**src/rtl/instr_pkg.sv**
```systemverilog
// Shared types and field layout for the instruction ROM loader.
// The A/C word layout is fixed for 16-bit instruction words.
package instr_pkg;

    typedef enum logic {
        A_INSTR = 1'b0,
        C_INSTR = 1'b1
    } instr_type_e;

    localparam int COMP_W   = 6;
    localparam int DEST_W   = 3;
    localparam int JUMP_W   = 3;

    localparam int A_BIT    = 12;
    localparam int COMP_LSB = 6;
    localparam int DEST_LSB = 3;
    localparam int JUMP_LSB = 0;

    localparam logic [2:0] C_PREFIX = 3'b111;

    typedef enum logic [1:0] {
        IDLE = 2'd0,
        LOAD = 2'd1,
        DONE = 2'd2,
        ERR  = 2'd3
    } enc_state_e;

endpackage

```
**src/rtl/instr_field_pack.sv**
```systemverilog
// Combinational packer: decoded A/C instruction fields -> one instruction word.
// Fields not belonging to the selected instruction type are ignored.
module instr_field_pack
    import instr_pkg::*;
#(
    parameter int DW = 16
) (
    input  logic                i_type,
    input  logic [DW-2:0]       i_value,
    input  logic                i_a,
    input  logic [COMP_W-1:0]   i_comp,
    input  logic [DEST_W-1:0]   i_dest,
    input  logic [JUMP_W-1:0]   i_jump,
    output logic [DW-1:0]       o_word
);

    always_comb begin
        o_word = '0;
        if (i_type == logic'(C_INSTR)) begin
            o_word[DW-1 -: 3]            = C_PREFIX;
            o_word[A_BIT]                = i_a;
            o_word[COMP_LSB +: COMP_W]   = i_comp;
            o_word[DEST_LSB +: DEST_W]   = i_dest;
            o_word[JUMP_LSB +: JUMP_W]   = i_jump;
        end else begin
            o_word = {1'b0, i_value};
        end
    end

endmodule

```
**src/rtl/instr_encoder.sv**
```systemverilog
// Instruction ROM loader: packs streamed A/C fields into words written from address 0.
// Optional XOR checksum of all written words is enabled by defining INSTR_ENC_CHECKSUM_EN.
module instr_encoder
    import instr_pkg::*;
#(
    parameter int DW = 16,
    parameter int AW = 8
) (
    input  logic                clk,
    input  logic                rst_n,
    input  logic                start,
    input  logic                in_valid,
    output logic                in_ready,
    input  logic                in_type,
    input  logic [DW-2:0]       in_value,
    input  logic                in_a,
    input  logic [COMP_W-1:0]   in_comp,
    input  logic [DEST_W-1:0]   in_dest,
    input  logic [JUMP_W-1:0]   in_jump,
    input  logic                in_last,
    output logic                rom_we,
    output logic [AW-1:0]       rom_addr,
    output logic [DW-1:0]       rom_wdata,
    output logic                busy,
    output logic                done,
    output logic                err_overflow,
    output logic [AW:0]         word_count,
    output logic [DW-1:0]       checksum
);

    localparam logic [AW-1:0] LAST_ADDR = {AW{1'b1}};

    enc_state_e     r_state;
    enc_state_e     w_next;
    logic [AW-1:0]  r_addr;
    logic [AW:0]    r_word_count;
    logic           r_rom_we;
    logic [AW-1:0]  r_rom_addr;
    logic [DW-1:0]  r_rom_wdata;
    logic           r_done;
    logic           w_hs;
    logic           w_start_ok;
    logic [DW-1:0]  w_word;

    instr_field_pack #(.DW(DW)) u_pack (
        .i_type  (in_type),
        .i_value (in_value),
        .i_a     (in_a),
        .i_comp  (in_comp),
        .i_dest  (in_dest),
        .i_jump  (in_jump),
        .o_word  (w_word)
    );

    assign in_ready     = (r_state == LOAD);
    assign busy         = (r_state == LOAD);
    assign err_overflow = (r_state == ERR);
    assign w_hs         = in_valid && in_ready;
    // start is honoured only from IDLE or ERR; LOAD and the DONE cycle ignore it
    assign w_start_ok   = start && ((r_state == IDLE) || (r_state == ERR));

    always_ff @(posedge clk or negedge rst_n) begin
        if (!rst_n) begin
            r_state <= IDLE;
        end else begin
            r_state <= w_next;
        end
    end

    always_comb begin
        w_next = r_state;
        case (r_state)
            IDLE: if (start) w_next = LOAD;
            LOAD: begin
                if (w_hs) begin
                    if (in_last)                  w_next = DONE;
                    else if (r_addr == LAST_ADDR) w_next = ERR;
                end
            end
            DONE: w_next = IDLE;
            ERR:  if (start) w_next = LOAD;
            default: w_next = IDLE;
        endcase
    end

    always_ff @(posedge clk or negedge rst_n) begin
        if (!rst_n) begin
            r_addr       <= '0;
            r_word_count <= '0;
            r_rom_we     <= 1'b0;
            r_rom_addr   <= '0;
            r_rom_wdata  <= '0;
            r_done       <= 1'b0;
        end else begin
            r_rom_we <= w_hs;
            r_done   <= (r_state == DONE);
            if (w_hs) begin
                r_rom_addr  <= r_addr;
                r_rom_wdata <= w_word;
            end
            if (w_start_ok) begin
                r_addr <= '0;
            end else if (w_hs) begin
                r_addr <= r_addr + 1'b1;
            end
            // count follows the write strobe so it matches words actually in the ROM
            if (w_start_ok) begin
                r_word_count <= '0;
            end else if (r_rom_we) begin
                r_word_count <= r_word_count + 1'b1;
            end
        end
    end

    assign rom_we     = r_rom_we;
    assign rom_addr   = r_rom_addr;
    assign rom_wdata  = r_rom_wdata;
    assign done       = r_done;
    assign word_count = r_word_count;

`ifdef INSTR_ENC_CHECKSUM_EN
    logic [DW-1:0] r_checksum;

    always_ff @(posedge clk or negedge rst_n) begin
        if (!rst_n) begin
            r_checksum <= '0;
        end else if (w_start_ok) begin
            r_checksum <= '0;
        end else if (r_rom_we) begin
            r_checksum <= r_checksum ^ r_rom_wdata;
        end
    end

    assign checksum = r_checksum;
`else
    assign checksum = '0;
`endif

endmodule

```
**config.mk**
```make
export PLATFORM = sky130hd
export DESIGN_NAME = instr_encoder
export DESIGN_NICKNAME = d
export VERILOG_FILES = /design/src/rtl/instr_pkg.sv /design/src/rtl/instr_field_pack.sv /design/src/rtl/instr_encoder.sv
export SDC_FILE = /design/constraint.sdc
export NUM_CORES = 1
export LEC_CHECK = 0
export CAP_MARGIN = 20
export CORE_MARGIN = 3
export CORE_UTILIZATION = 40
export DETAILED_ROUTE_END_ITERATION = 6
export PLACE_DENSITY = 0.75
export SLEW_MARGIN = 20
export SYNTH_ARGS = -nofsm -noshare
export SYNTH_HDL_FRONTEND = slang
export SYNTH_SLANG_ARGS = --single-unit
```
**constraint.sdc**
```tcl
create_clock -name clk -period 1.65 [get_ports clk]
set_input_delay 0.33 -clock clk [delete_from_list [all_inputs] [get_ports clk]]
set_output_delay 0.33 -clock clk [all_outputs]
set_load 0.05 [all_outputs]
```
After elaboration in Yosys (flattened, before gate mapping)
Cells that the tools add are included.
- flip-flop bits (word level): 45
- output and inout bits: 54
- word-level logic and storage cells: 34
- add/sub/neg operators: 2
- eq/ne operators: 7
- multiplexer cells: 10
- reductions and logical operators: 8
- operators by type and width (kind ; number):
    two-way mux 9 bit ; 2
    two-way mux 16 bit ; 1
    two-way mux 8 bit ; 2
    adder 9 x 1 -> 9 bit (second input constant) ; 1
    adder 8 x 1 -> 8 bit (second input constant) ; 1
    == test 8 bit (second input constant) ; 1
    two-way mux 2 bit ; 4
    one-hot mux 2 bit (3 select lines) ; 1
    == test 2 bit (second input constant) ; 2
    inequality test 2 x 1 -> 1 bit (second input constant) ; 2
    nonzero test 2 bit ; 2
    inequality test 3 x 1 -> 1 bit (second input constant) ; 1
    AND reduction 3 bit ; 1
    == test 2 x 1 -> 1 bit (second input constant) ; 1
    logical AND 1 bit ; 2
    zero test 2 bit ; 1
    OR reduction 2 bit ; 1
    logical OR 1 bit ; 1

Longest topological paths before layout
Gate-level depths: netlist of the first run.
- depth in word-level cells: 5
- mapped depth: 7
- mapped depth without buffers: 7

Hierarchy
From an unflattened synthesis of the first run, not the netlist that was laid out.
- cell total of the unflattened synthesis: 186
- area, all modules: 2265.9 um2
- modules (own cells, without submodules) (module ; instances ; cells an instance ; area an instance (um2) ; seq. area each (um2)):
    instr_encoder ; 1 ; 168 ; 2038.2 ; 1126.1
    instr_field_pack ; 1 ; 18 ; 227.7 ; 0.0

Worst setup path after synthesis of the first run
No wires, ideal clock.
- kind: reg2reg
- start point: register r_state[1]
- end point: register r_addr[6]
- data arrival time: 1894 ps
- slack: -321 ps
- cell stages (with the launch flop): 8
- buffers on the path: 0
- cell sequence: dfrtp_1 -> inv_1 -> ha_1 -> nand2_1 -> inv_2 -> nand2_1 -> or3_1 -> a21oi_1
- elaborated cells on any way between the ends: 8
- classes of those cells: eq/ne: 2; mux: 1; reduce/logical: 5
- RTL lines (element ; RTL line ; RTL):
    start, declared ; instr_encoder.sv:33 ; enc_state_e r_state;
    start signal, assigned ; instr_encoder.sv:66 ; r_state <= w_next;
    == test 2 x 1 -> 1 bit ; - ;
    named net busy ; instr_encoder.sv:24 ; output logic busy,
    logical AND 1 bit ; instr_encoder.sv:58 ; assign w_hs = in_valid && in_ready;
    nonzero test 2 bit (no line) ; - ;
    end signal, assigned ; instr_encoder.sv:104 ; r_addr <= r_addr + 1'b1;
    end, declared ; instr_encoder.sv:35 ; logic [AW-1:0] r_addr;
The timed path passes the listed nets, and every way through them passes these cells.
A chain may end at the register's enable or synchronous reset.

Worst setup path after layout of the first run
- start point: register r_state[1]
- end point: register r_state[0]
- longest elaborated chain between the ends: 4
- elaborated cells on any way between the ends: 11
- classes of those cells: eq/ne: 6; mux: 1; reduce/logical: 4
- ends and longest elaborated chain (element ; RTL line ; RTL):
    == test 2 bit, or another cell as far along ; instr_encoder.sv:72 ; case (r_state)
    OR reduction 2 bit (no line) or logical AND 1 bit (tied branches) ; - ;
    inequality test 2 x 1 -> 1 bit (no line) ; - ;
    AND reduction 3 bit (no line) ; - ;
Parallel ways exist; a longest one is shown, timed or not.

==> flow_summary_export.csv, run 1 <==
group,metric,value,unit
finish,diodes,0,
finish,fin_util,59.5,%
timing,clock_skew,0.00813,ns
power,p_switching,0.00229,W
status,status,"completed",
timing,worst_hold_slack,0.484,ns
setup_path,worstPathArrival,1.69,ns
power,swShare,46.2,%
power,seq_power_share,32.4,%
power,clkPwrFrac,13.2,%
timing,finalHoldViolCount,0,
drt,wl_per_cell,12.3,microns
power,p_int,0.00266,W
setup_path,critical_path_depth,6,
grt,grt_pass1_wl,7.56,mm
drt,drtPass1Iterations,4,
timing,finalCriticalPeriod,1.51,ns
setup_path,startpoint,"r_state[1]$_DFFE_PN0P_",
setup_path,slowest_stage,"dfrtp_1",
yosys,synthTopCellsByCount,"nand2_1, dfrtp_1, o21ai_0, buf_4, mux2i_1",
drt,num_vias,1734,
yosys,yosys_most_used_dff,"dfrtp_1",
yosys,async_reset_ff_share,100,%
power,p_per_area,1610,nW/um^2
yosys,ys_ff_latch,45,
timing,setup_ws,0.140,ns
yosys,postSynthAreaPerCell,9.91,sq um
finish,area_growth,41.9,%
clock_network,cts_setup_buffers,0,
timing,rsz0062_at_grt,"no",
yosys,yosysSeqAreaShare,51.9,%
finish,drive_gt1_share,22.9,%
clock_network,htreeDepth,2,
setup_path,regToRegStartpoint,"r_state[1]$_DFFE_PN0P_",
setup_path,crit_family,"flip-flops",
setup_path,critical_path_class,"flip-flop to flip-flop",
placement,hpwlAfterDp,3.56,mm
grt,grt_usage,15.1,%
clock_network,clockBufferDepth,2,
placement,pre_cts_slack,-0.0281,ns
min_path,worstHoldStart,"rom_wdata[3]$_DFFE_PN0P_",
floorplan,die_x,79.6,microns
yosys,yosys_warnings,0,
timing,maxSlewViolCount,0,
timing,fin_setup_tns,0,ns
drt,ant_nets,0,
min_path,hold_depth,2,
clock_network,cts.sinks,45,
floorplan,die_h,79.6,microns
floorplan,dieArea,6340,sq um
yosys,synth-edff-count,0,
drt,viasPerCell,4.67,
yosys,synth_area_leader_cell,"dfrtp_1",
setup_path,worstRegToRegCells,6,
grt,antenna_found_initial,0,
finish,final_nets,340,
yosys,netlist.area_leader.share,51.9,%
power,power.total,0.00494,W
drt,wl,4.56,mm
setup_path,crit_path_end_kind,"flip-flop",
timing,setup_viol,0,
min_path,hold_path_class,"flip-flop to flip-flop",
floorplan,core_area,5170,sq um
setup_path,cp.required,1.83,ns
timing,fin_crit_sh,91.5,%
drt,drt-initial-drc-count,76,
yosys,syn_area,2170,sq um
setup_path,critPathMaxFanout,5,
finish,num-fill-cells,462,
yosys,synth.most_common_cell,"nand2_1",
power,ir_worst_vdd,0.857,mV
setup_path,crit_path_start_kind,"flip-flop",
power,power_frac_comb,54.3,%
placement,port_buffers,71,
setup_path,critPathMaxStageDelay,0.42,ns
yosys,synthesis.instances,219,
floorplan,num_io_pins,88,
clock_network,cts_made_buffers,5,
yosys,synth_cell_types,27,
clock_network,clk-insertion-delay-late,0.29,ns
setup_path,worst-path-buf-inv,1,
grt,grt_pass1_vias,1667,
run,cap_violations,0,
clock_network,clockRootBuffer,"clkbuf_8",
drt,drc,0,
floorplan,initial_core_util,41.9,%
setup_path,crit_chain,"inv_1 > ha_4 > nor2b_1 > o21ai_2 > o221ai_2 > mux2_4",
clock_network,tritoncts,"built",
floorplan,rows,26,
placement,routabilityCongestion,0.767,
grt,grt_max_degree,23,
grt,grt.overflow.total,0,
timing,fmax,0.662,GHz
power,p_leak,1.54,nW
clock_network,cts.clk_slew.worst_paths,0.08,ns
yosys,synth.area.top_cells,"dfrtp_1, nand2_1, mux2i_1",
through the flow:
stage               cell area (sq um)  instances
floorplan                        2240        234
global placement                 2980        362
detailed placement               2980        362
CTS                              3070        371
global route                     3080        371
finish                           3080        371
power groups by stage:
| stage | clock network [W] | logic, W | registers, W |
|---|---|---|---|
| after floorplan | 0 | 0.000969 | 0.00242 |
| after global placement | 0 | 0.00265 | 0.00162 |
| after detailed placement | 0 | 0.00270 | 0.00162 |
| after CTS | 0.000665 | 0.00271 | 0.00161 |
| after global routing | 0.000705 | 0.00287 | 0.00165 |
| final | 0.000653 | 0.00269 | 0.00160 |
state kept, by name (all words and copies together) (netlist names):
signal      flops
word_count      9
rom_addr        8
r_state         2
rom_wdata      16
r_addr          8
rom_we          1
done            1
routing by layer:
metal  up-vias  routed length, microns  track usage [%]
met4         0                      42             4.64
li1        848                       -                -
met3         5                     479             6.09
met2        71                    2220             25.6
met1       810                    1820             17.5
met5         -                       0                0
tightest hold or removal path, stage by stage (launching register included):
cell     delay (ns)
dfrtp_1        0.35
nand2_1        0.04
o21ai_0        0.06
logic make-up (layout without fill, tap and decap cells):
group,Yosys count,after routing,synth area share (%)
compound gates,27,27,6.86
other cells,1,16,0.173
simple gates,80,80,16.2
fa+ha+maj,6,6,3.46
buf+inv,32,99,8.65
xor+xnor,11,11,4.44
flops,45,45,51.9
mux,17,17,8.30
timing repair:
action                                  4_1_cts  5_1_grt
resized for setup                             0        2
endpoints found under the setup margin        0        5
hold buffers                                  1        0
endpoints found under the hold margin        16        0
final timing paths:
path	end	slack [ns]
min reg2reg	rom_wdata[3]$_DFFE_PN0P_	0.48
min in group asynchronous	word_count[7]$_DFFE_PN0P_	0.51
min	rom_wdata[3]$_DFFE_PN0P_	0.48
max in group asynchronous	rom_wdata[0]$_DFFE_PN0P_	0.64
max reg2reg	r_state[0]$_DFFE_PN0P_	0.14
max	r_state[0]$_DFFE_PN0P_	0.14
cells in the final DEF (no fill, tap or decap), drive strengths merged, types with 2 or more instances in the layout:
cell type,count
o21ai,21
mux2i,15
inv,6
nand3,2
clkdlybuf4s50,32
ha,6
clkinv,2
nand4,6
clkbuf,6
dfrtp,45
buf,52
a21oi,5
or3,4
xor2,7
nand2,51
mux2,2
nor2,12
xnor2,4
conb,16
area by class of cell:
cell class	instances	area (sq um)	share of cell area (%)
clock inverter	2	10.0	0.325
multi-input combinational	157	927	30.1
inverter	6	22.5	0.732
sequential	45	1130	36.6
tap	70	87.6	2.85
clock buffer	6	72.6	2.36
timing repair buffer	85	831	27.0
Note: power is estimated with default switching activity, not from simulation.
==> run 2: changes to the inputs <==
--- a/constraint.sdc
+++ b/constraint.sdc
@@ -3,2 +3,2 @@
 set_output_delay 0.33 -clock clk [all_outputs]
-set_load 0.05 [all_outputs]
+set_load 0.1 [all_outputs]
==> run 2 against run 1 <==
Net effect:
- first-iteration DRC count shrank 32%
- hold slack lost 0.024 ns
- fmax shrank 3.6%
- critical path depth shrank 1
- clock-buffer cell count shrank 1
- utilization grew 7.8 points
- combinational power grew 64%
- global-route usage grew 0.93 points
- non-clock buffer count shrank 1
- flip-flop and latch count is the same
- die area is the same
- critical path type unchanged
- largest power group unchanged
==> flow_summary_export.csv, run 2 (synthesis gave the netlist of run 1 again) <==
group,metric,value,unit
clock_network,clk-insertion-delay-late,0.30,ns
placement,routabilityCongestion,0.757,
power,p_per_area,1960,nW/um^2
grt,grt.overflow.total,0,
timing,rsz0062_at_grt,"no",
finish,fin_util,67.3,%
drt,drtPass1Iterations,4,
clock_network,cts.sinks,45,
drt,num_vias,1690,
clock_network,cts_made_buffers,5,
setup_path,crit_path_end_kind,"flip-flop",
finish,largest_register_ffs,16,
grt,grt_pass1_vias,1732,
setup_path,critPathMaxStageDelay,0.41,ns
setup_path,slowest_stage,"dfrtp_1",
power,p_int,0.00323,W
timing,maxSlewViolCount,0,
setup_path,cp.required,1.84,ns
setup_path,crit_path_start_kind,"flip-flop",
timing,setup_ws,0.0840,ns
setup_path,critical_path_class,"flip-flop to flip-flop",
setup_path,crit_chain,"buf_4 > ha_1 > inv_1 > o221ai_2 > mux2_4",
clock_network,htreeDepth,2,
drt,drt-initial-drc-count,52,
drt,drc,0,
drt,wl_per_cell,12.7,microns
power,seq_power_share,25.5,%
clock_network,clockRootBuffer,"clkbuf_8",
floorplan,initial_core_util,41.9,%
floorplan,die_h,79.6,microns
floorplan,rows,26,
grt,grt_pass1_wl,7.83,mm
min_path,hold_path_class,"input port to async pin",
grt,grt_usage,16.1,%
finish,diodes,0,
power,p_switching,0.00359,W
floorplan,dieArea,6340,sq um
power,power.total,0.00682,W
placement,pre_cts_slack,-0.0119,ns
finish,area_growth,60.5,%
finish,fin_area,3480,sq um
power,clkPwrFrac,10.0,%
placement,port_buffers,71,
run,cap_violations,0,
floorplan,die_x,79.6,microns
clock_network,cts.clk_slew.worst_paths,0.08,ns
grt,antenna_found_initial,0,
drt,viasPerCell,4.57,
placement,placed_area,3370,sq um
timing,fmax,0.639,GHz
placement,hpwlAfterDp,3.77,mm
clock_network,clockBufferDepth,2,
status,status,"completed",
power,p_leak,1.63,nW
finish,final_nets,339,
timing,finalHoldViolCount,0,
power,power_frac_comb,64.5,%
power,swShare,52.6,%
floorplan,num_io_pins,88,
clock_network,tritoncts,"built",
timing,worst_hold_slack,0.460,ns
setup_path,critPathMaxFanout,3,
timing,fin_crit_sh,94.9,%
power,ir_worst_vdd,1.50,mV
setup_path,worstPathArrival,1.76,ns
timing,setup_viol,0,
drt,wl,4.71,mm
finish,drive_gt1_share,25.7,%
timing,clock_skew,0.00380,ns
grt,grt_max_degree,26,
finish,final_common_cell,"nand2_1",
finish,final_cell_mix,"nand2_1, buf_12, dfrtp_1, clkdlybuf4s50_1, o21ai_0",
timing,finalCriticalPeriod,1.57,ns
finish,num-fill-cells,387,
drt,ant_nets,0,
floorplan,core_area,5170,sq um
==> run 2: changes by cell type in the layout (fill, tap and decap cells not counted) <==
cell      change
dfrtp_2       +6
clkinv_2      -1
buf_12       +31
dfrtp_1       -8
clkinv_4      +2
buf_4        -32
dfrtp_4       +2
clkbuf_1      -1
==> run 2: final cells by class <==
class | count | area [sq um] | share of cell area, %
clock inverter | 3 | 22.5 | 0.647
multi-input combinational | 157 | 927 | 26.6
clock buffer | 5 | 68.8 | 1.98
tap | 70 | 87.6 | 2.52
inverter | 6 | 22.5 | 0.647
sequential | 45 | 1140 | 32.8
timing repair buffer | 84 | 1210 | 34.8
==> run 2: metal layers <==
| metal | routed length (microns) | vias up | GRT usage [%] | part of all wire, % |
|---|---|---|---|---|
| met5 | 0 | - | 0 | 0 |
| met4 | 59 | 0 | 5.15 | 1.3 |
| met3 | 491 | 4 | 7.34 | 10 |
| met2 | 2320 | 67 | 28.2 | 49 |
| met1 | 1830 | 775 | 17.0 | 39 |
| li1 | - | 844 | - | - |
==> run 2: stage by stage <==
stage | cells | TNS (ns)
floorplan | 234 | -0.0499
global placement | 360 | 0
detailed placement | 360 | -0.0230
CTS | 369 | 0
global route | 370 | 0
finish | 370 | 0
==> run 2: power groups by stage <==
stage | combinational [W] | sequential [W] | clock [W]
2_1_floorplan | 0.00121 | 0.00332 | 0
3_3_place_gp | 0.00435 | 0.00174 | 0
3_5_place_dp | 0.00441 | 0.00176 | 0
4_1_cts | 0.00442 | 0.00174 | 0.000707
5_1_grt | 0.00460 | 0.00178 | 0.000762
6_report | 0.00440 | 0.00174 | 0.000683
==> run 2: repair_timing <==
item,4_1_cts,5_1_grt
setup buffers,0,1
gates resized for setup,0,1
setup endpoints to repair,0,3
hold endpoints to repair,11,0
hold buffers,1,0
==> run 2: path summary, 6_finish.rpt <==
kind                       slack, ns  cells past startpoint                     start                        end
max                             0.08                      5    r_state[1]$_DFFE_PN0P_     r_state[0]$_DFFE_PN0P_
max reg2reg                     0.08                      5    r_state[1]$_DFFE_PN0P_     r_state[0]$_DFFE_PN0P_
min reg2reg                     0.54                      2  rom_wdata[9]$_DFFE_PN0P_   rom_wdata[9]$_DFFE_PN0P_
min in group clk                0.54                      2  rom_wdata[9]$_DFFE_PN0P_   rom_wdata[9]$_DFFE_PN0P_
min                             0.46                      2                     rst_n  word_count[8]$_DFFE_PN0P_
max in group asynchronous       0.73                      3                     rst_n  word_count[0]$_DFFE_PN0P_
==> run 2: worst max-delay path, delay by kind of cell (launching register included) <==
| family | cells | cell delay (ns) |
|---|---|---|
| adders and majority gates | 1 | 0.28 |
| muxes | 1 | 0.32 |
| DFF | 1 | 0.41 |
| AOI/OAI and AO/OA | 1 | 0.23 |
| buffers and inverters | 2 | 0.21 |
==> run 3: changes to the inputs <==
- CTS_CLUSTER_SIZE: unset -> 10
==> results of run 3 <==
No change in the layout: final DEF, timing and power equal those of run 2.
